File: src/rtl/cpu_types_pkg.sv
// Shared core types: data word, register index and
// the register-file hazard-source encoding.
package cpu_types_pkg;
  localparam int RF_NREGS = 32;
  localparam int RF_DW    = 32;
  localparam int RF_AW    = $clog2(RF_NREGS);
  localparam int ZERO_REG = 0;

  typedef logic [RF_DW-1:0] word_t;
  typedef logic [RF_AW-1:0] regbits_t;

  // bit0: read port 1 bypassed, bit1: read port 2 bypassed
  typedef logic [1:0] rf_hazard_t;
endpackage

File: src/rtl/regfile_bypass_if.sv
// Register-file bundle: writeback writes,
// decode reads and sees which ports were bypassed.
interface regfile_bypass_if #(
  parameter int AW = 5,
  parameter int DW = 32
);
  logic          wen;
  logic [AW-1:0] wsel;
  logic [DW-1:0] wdat;
  logic [AW-1:0] rsel_1;
  logic [AW-1:0] rsel_2;
  logic [DW-1:0] rdat_1;
  logic [DW-1:0] rdat_2;
  logic [1:0]    hazard;

  modport rf (
    input  wen, wsel, wdat, rsel_1, rsel_2,
    output rdat_1, rdat_2, hazard
  );

  modport wb (
    output wen, wsel, wdat
  );

  modport dec (
    output rsel_1, rsel_2,
    input  rdat_1, rdat_2, hazard
  );
endinterface

File: src/rtl/rf_read_port.sv
// One register-file read port: array select,
// same-cycle write bypass and zero-register mask.
module rf_read_port #(
  parameter int NREGS    = 32,
  parameter int DW       = 32,
  parameter int ZERO_REG = 0,
  parameter int AW       = $clog2(NREGS)
) (
  input  logic [NREGS-1:0][DW-1:0] regs,
  input  logic                     wen,
  input  logic [AW-1:0]            wsel,
  input  logic [DW-1:0]            wdat,
  input  logic [AW-1:0]            rsel,
  output logic [DW-1:0]            rdat,
  output logic                     hit
);
  localparam logic [AW-1:0] ZR = AW'(ZERO_REG);

  logic is_zero;

  assign is_zero = (rsel == ZR);
  assign hit     = wen && (rsel == wsel) && (wsel != ZR);

  always_comb begin
    rdat = regs[rsel];
    unique case (1'b1)
      is_zero: rdat = '0;
      hit:     rdat = wdat;
      default: rdat = regs[rsel];
    endcase
  end
endmodule

File: src/rtl/regfile_bypass.sv
// 2-read/1-write register file with internal
// read-after-write bypass for the in-flight write.
module regfile_bypass
  import cpu_types_pkg::*;
#(
  parameter int NREGS    = RF_NREGS,
  parameter int DW       = RF_DW,
  parameter int ZERO_REG = cpu_types_pkg::ZERO_REG,
  parameter int AW       = $clog2(NREGS)
) (
  input  logic          CLK,
  input  logic          nRST,
  input  logic          WEN,
  input  logic [AW-1:0] wsel,
  input  logic [DW-1:0] wdat,
  input  logic [AW-1:0] rsel_1,
  input  logic [AW-1:0] rsel_2,
  output logic [DW-1:0] rdat_1,
  output logic [DW-1:0] rdat_2,
  output rf_hazard_t    rf_hazard_src
);
  localparam logic [AW-1:0] ZR = AW'(ZERO_REG);

  regfile_bypass_if #(.AW(AW), .DW(DW)) rf_bus ();

  logic [NREGS-1:0][DW-1:0] regs;
  logic                     wen_live;
  logic                     hit_1;
  logic                     hit_2;

  assign rf_bus.wen    = WEN;
  assign rf_bus.wsel   = wsel;
  assign rf_bus.wdat   = wdat;
  assign rf_bus.rsel_1 = rsel_1;
  assign rf_bus.rsel_2 = rsel_2;

  // Reset masks the write so nothing is bypassed or stored.
  assign wen_live = rf_bus.wen && nRST;

  always_ff @(posedge CLK or negedge nRST) begin
    if (!nRST) begin
      regs <= '0;
    end else if (rf_bus.wen && rf_bus.wsel != ZR) begin
      regs[rf_bus.wsel] <= rf_bus.wdat;
    end
  end

  rf_read_port #(
    .NREGS(NREGS), .DW(DW), .ZERO_REG(ZERO_REG), .AW(AW)
  ) u_port_1 (
    .regs (regs),
    .wen  (wen_live),
    .wsel (rf_bus.wsel),
    .wdat (rf_bus.wdat),
    .rsel (rf_bus.rsel_1),
    .rdat (rf_bus.rdat_1),
    .hit  (hit_1)
  );

  rf_read_port #(
    .NREGS(NREGS), .DW(DW), .ZERO_REG(ZERO_REG), .AW(AW)
  ) u_port_2 (
    .regs (regs),
    .wen  (wen_live),
    .wsel (rf_bus.wsel),
    .wdat (rf_bus.wdat),
    .rsel (rf_bus.rsel_2),
    .rdat (rf_bus.rdat_2),
    .hit  (hit_2)
  );

  assign rf_bus.hazard = {hit_2, hit_1};

  assign rdat_1        = rf_bus.rdat_1;
  assign rdat_2        = rf_bus.rdat_2;
  assign rf_hazard_src = rf_bus.hazard;
endmodule

File: config.mk
export PLATFORM = sky130hd
export DESIGN_NAME = regfile_bypass
export DESIGN_NICKNAME = d
export VERILOG_FILES = /design/src/rtl/cpu_types_pkg.sv /design/src/rtl/regfile_bypass_if.sv /design/src/rtl/rf_read_port.sv /design/src/rtl/regfile_bypass.sv
export SDC_FILE = /design/constraint.sdc
export NUM_CORES = 2
export LEC_CHECK = 0
export CAP_MARGIN = 20
export CORE_MARGIN = 2
export CORE_UTILIZATION = 65
export CTS_BUF_LIST = sky130_fd_sc_hd__clkbuf_4 sky130_fd_sc_hd__clkbuf_8
export DETAILED_ROUTE_END_ITERATION = 12
export PLACE_DENSITY_LB_ADDON = 0.15
export SETUP_SLACK_MARGIN = 0.1
export SLEW_MARGIN = 30
export SYNTH_ARGS = -nofsm -noshare
export SYNTH_HDL_FRONTEND = slang
export SYNTH_HIERARCHICAL = 1
export SYNTH_SLANG_ARGS = --single-unit
File: constraint.sdc
create_clock -name CLK -period 6 [get_ports CLK]
set_input_delay 1.8 -clock CLK [delete_from_list [all_inputs] [get_ports CLK]]
set_output_delay 1.8 -clock CLK [all_outputs]
set_load 0.03 [all_outputs]
==> impl_summary.log <==
INFO  metric outcome = finished clean
INFO  metric synthesis.nets = 3,546
INFO  metric gp_congestion = 0.902
INFO  metric yosysSeqAreaShare = 47.0%
INFO  metric cellPowerDensity = 333 mW/mm2
INFO  metric max_flop_register = regs
INFO  metric syn_area_per_cell = 15.6 um2
INFO  metric main_flop_type_after_synthesis = dfrtp_1
INFO  metric worst_hold_path.endpoint = regs[27]
INFO  metric number_of_nets_still_failing_antenna_checks_after_routing = 0
INFO  metric die_h = approximately 290 um
INFO  metric synth_edf_count = 0
INFO  metric period_needed = 5.86 ns
INFO  metric netlist_area = 0.0546 mm2
INFO  metric timing.final.setup_violations = 0
INFO  metric drt_iter0_markers = 3,817
INFO  metric htreeDepth = 4
INFO  metric max_cap_viol_count = 0
INFO  metric final_core_util = around 74%
INFO  metric skew = 0 ns
INFO  metric timing_max_transition_violations_final = 0
INFO  metric total_leakage_power = 27.1 nW
INFO  metric finalCritPeriodShare = 97.7%
INFO  metric layout_stage_area_growth_over_the_synthesis_result = 13.6%
INFO  metric r2r_start = regs[788]
INFO  metric final.fill_count = 4,976
INFO  metric cts-buffers-inserted = 172
INFO  metric timing_worst_setup_path_type = input port to primary output
INFO  metric largest_reg_flops = between 1,000 and 1,500
INFO  metric drcViolationCount = 0
INFO  metric core = 0.0834 mm2
INFO  metric max-vdd-ir-drop = 0.000253 V
INFO  metric layout.cells.most_common = dfrtp_1
INFO  metric cts_hold_repair.buffers = 0
INFO  metric buffer_ports.inserted = 115
INFO  metric finalPower = 0.0206 W
INFO  metric grt_usage = between 30% and 40%
INFO  metric hold_path_depth = 0
INFO  metric synth_cell_type_count = 38
INFO  metric min-delay-start = regs[27]
INFO  metric cp.arrival = slightly above 4 ns
INFO  metric crit_path_start_kind = input port
INFO  metric clock_tree.root_cell = clkbuf_8
INFO  metric reg_top3 = regs x1024
INFO  metric synth-warning-count = 6
INFO  metric hold-worst-slack = roughly 0.4 ns
INFO  metric totalWireLength = 165,000 um
INFO  metric placed_cells = 4,541
INFO  metric slew_headroom = 27.8%
INFO  metric setup.worst_path.end_class = primary output
INFO  metric first_global_vias = 38,300
INFO  metric syn_inst = 3,496
INFO  metric clk_latency = between 0.8 and 0.9 ns
INFO  metric min_path_type = flop to flop
INFO  metric io-pin-count = between 100 and 150
INFO  metric regToRegSetupSlack = 5.18 ns
INFO  metric layoutNonFillerInstCount = around 4,900
INFO  metric wire_per_inst = 33.9 um
INFO  metric detail_route.vias_per_cell = between 7 and 8
INFO  metric path_max_fanout = 16
INFO  metric setup_tns = 0 ns
INFO  metric rr_worst_depth = 1
INFO  metric crit-reg2reg-capture = regs[788]
INFO  metric f_max = 171 MHz
INFO  metric ys_async_sr_fraction = 100%
INFO  metric grt_first_pass_wirelength = approximately 250,000 um
INFO  metric max_slew.worst_pin.slew = 1.08 ns
INFO  metric cts_max_path_buffers = 3
INFO  metric dr.pass1.iters = 7
INFO  metric dr_total_vias = 35,800
INFO  metric clkSlewWorstSetupHoldPaths = around 0.060 ns
INFO  metric synth.ff_latch_count = 1,024
INFO  metric layout.nets = 3,691
INFO  metric gr-total-overflow = 0
INFO  metric tritoncts = built
INFO  metric critPathRequiredTime = around 4.2 ns
INFO  metric initial_core_util = 65.4%
INFO  metric die_area = 0.0863 mm2
INFO  metric post-dp-hpwl = 103,000 um
INFO  metric grt_max_degree = 176
INFO  metric timing_hold_violations_final = 0
INFO  metric clock_sinks = 1,024
INFO  metric std_cell_rows = 106
INFO  metric die_width = 294 um
INFO  metric drive_above_1_share = 59.6%
INFO  metric grt_antenna_before_repair = 4
INFO  metric grt_setup_unrepaired = no
INFO  metric mostFrequentLayoutCells = dfrtp_1, mux2_2, mux4_2
[kinds of logic after synthesis]
family | Yosys count | share of synthesized area (%)
buf+inv | 472 | 3.99
mux | 1574 | 44.1
xor+xnor | 8 | 0.128
simple gates | 150 | 1.35
compound gates | 268 | 3.44
flops | 1024 | 47.0
[through the flow]
step / instance area [um2] / worst slack, ns
2_1_floorplan: 54600 / 0.423
3_3_place_gp: 57900 / 0.0543
3_5_place_dp: 57900 / -0.0620
4_1_cts: 61800 / 0.0709
5_1_grt: 62000 / 0.110
6_report: 62000 / 0.140
[critical path, stage by stage]
cell,delay [ns]
buf_8,0.23
buf_12,0.24
buf_12,0.18
mux4_2,0.51
a22oi_1,0.26
nand2_1,0.23
a22oi_1,0.29
o21ai_2,0.10
buf_4,0.18
[cells in the mapped netlist (3+ instances only)]
cell          n  area (um2)
a2111oi_0     4        35.0
a22oi_1     190        1430
a311oi_1      4        35.0
and2_1        5        31.3
and4bb_2      3        37.5
buf_1         8        30.0
buf_2       163         816
buf_4        20         150
buf_6        17         191
clkbuf_1    198         743
dfrtp_1    1024       25600
inv_1        64         240
mux2_1       15         169
mux2_2      979       11000
mux2i_1      14         140
mux4_2      566       12700
nand2_1      78         293
nand3_1       6        30.0
nand4b_1      3        26.3
nor2_1       19        71.3
nor2b_1      14        87.6
o21ai_0      64         320
or3_1         7        43.8
xor2_1        6        52.6
[area by class of cell]
cell class / count / area (um2) / area share (%)
multi-input cells: 2000 / 27000 / 43.6
well taps: 1080 / 1350 / 2.18
clock inverters: 33 / 309 / 0.499
flip-flops and latches: 1024 / 25600 / 41.3
repair buffers: 377 / 3890 / 6.28
clock buffers: 273 / 3490 / 5.63
diodes: 6 / 15.0 / 0.0242
inverters: 66 / 248 / 0.400
[what timing repair did]
| item | in CTS | in global routing |
|---|---|---|
| resized for setup | 41 | 30 |
| gates cloned | 2 | 2 |
| buffers inserted | 0 | 1 |
| pin swaps | 2 | 4 |
| setup endpoints to repair | 59 | 64 |
[worst max path at each step]
stage                         start         end  slack, ns  cells past startpoint
after floorplan           rsel_1[4]   rdat_1[0]       0.42                      8
after global placement      wsel[3]  rdat_2[16]       0.05                      8
after detailed placement    wsel[2]  rdat_2[19]      -0.06                      9
after CTS                   wsel[2]  rdat_1[13]       0.07                      9
after global routing      rsel_1[1]  rdat_1[24]       0.11                      9
final                     rsel_1[1]   rdat_1[6]       0.14                      9
[per-layer routing]
layer,track usage [%],routed length (um),up-vias
met1,51.8,60400,19100
li1,-,-,13900
met5,0,21,-
met2,59.1,76600,2219
met3,11.9,18200,555
met4,22.3,9670,4
[report_power, final]
group / leakage, nW / internal, W / switching, W
logic: 11.9 / 0.00272 / 0.00198
registers: 13.1 / 0.00822 / 0.000963
clock network: 2.00 / 0.00379 / 0.00297
No activity file was read; power rests on OpenSTA's default activity.
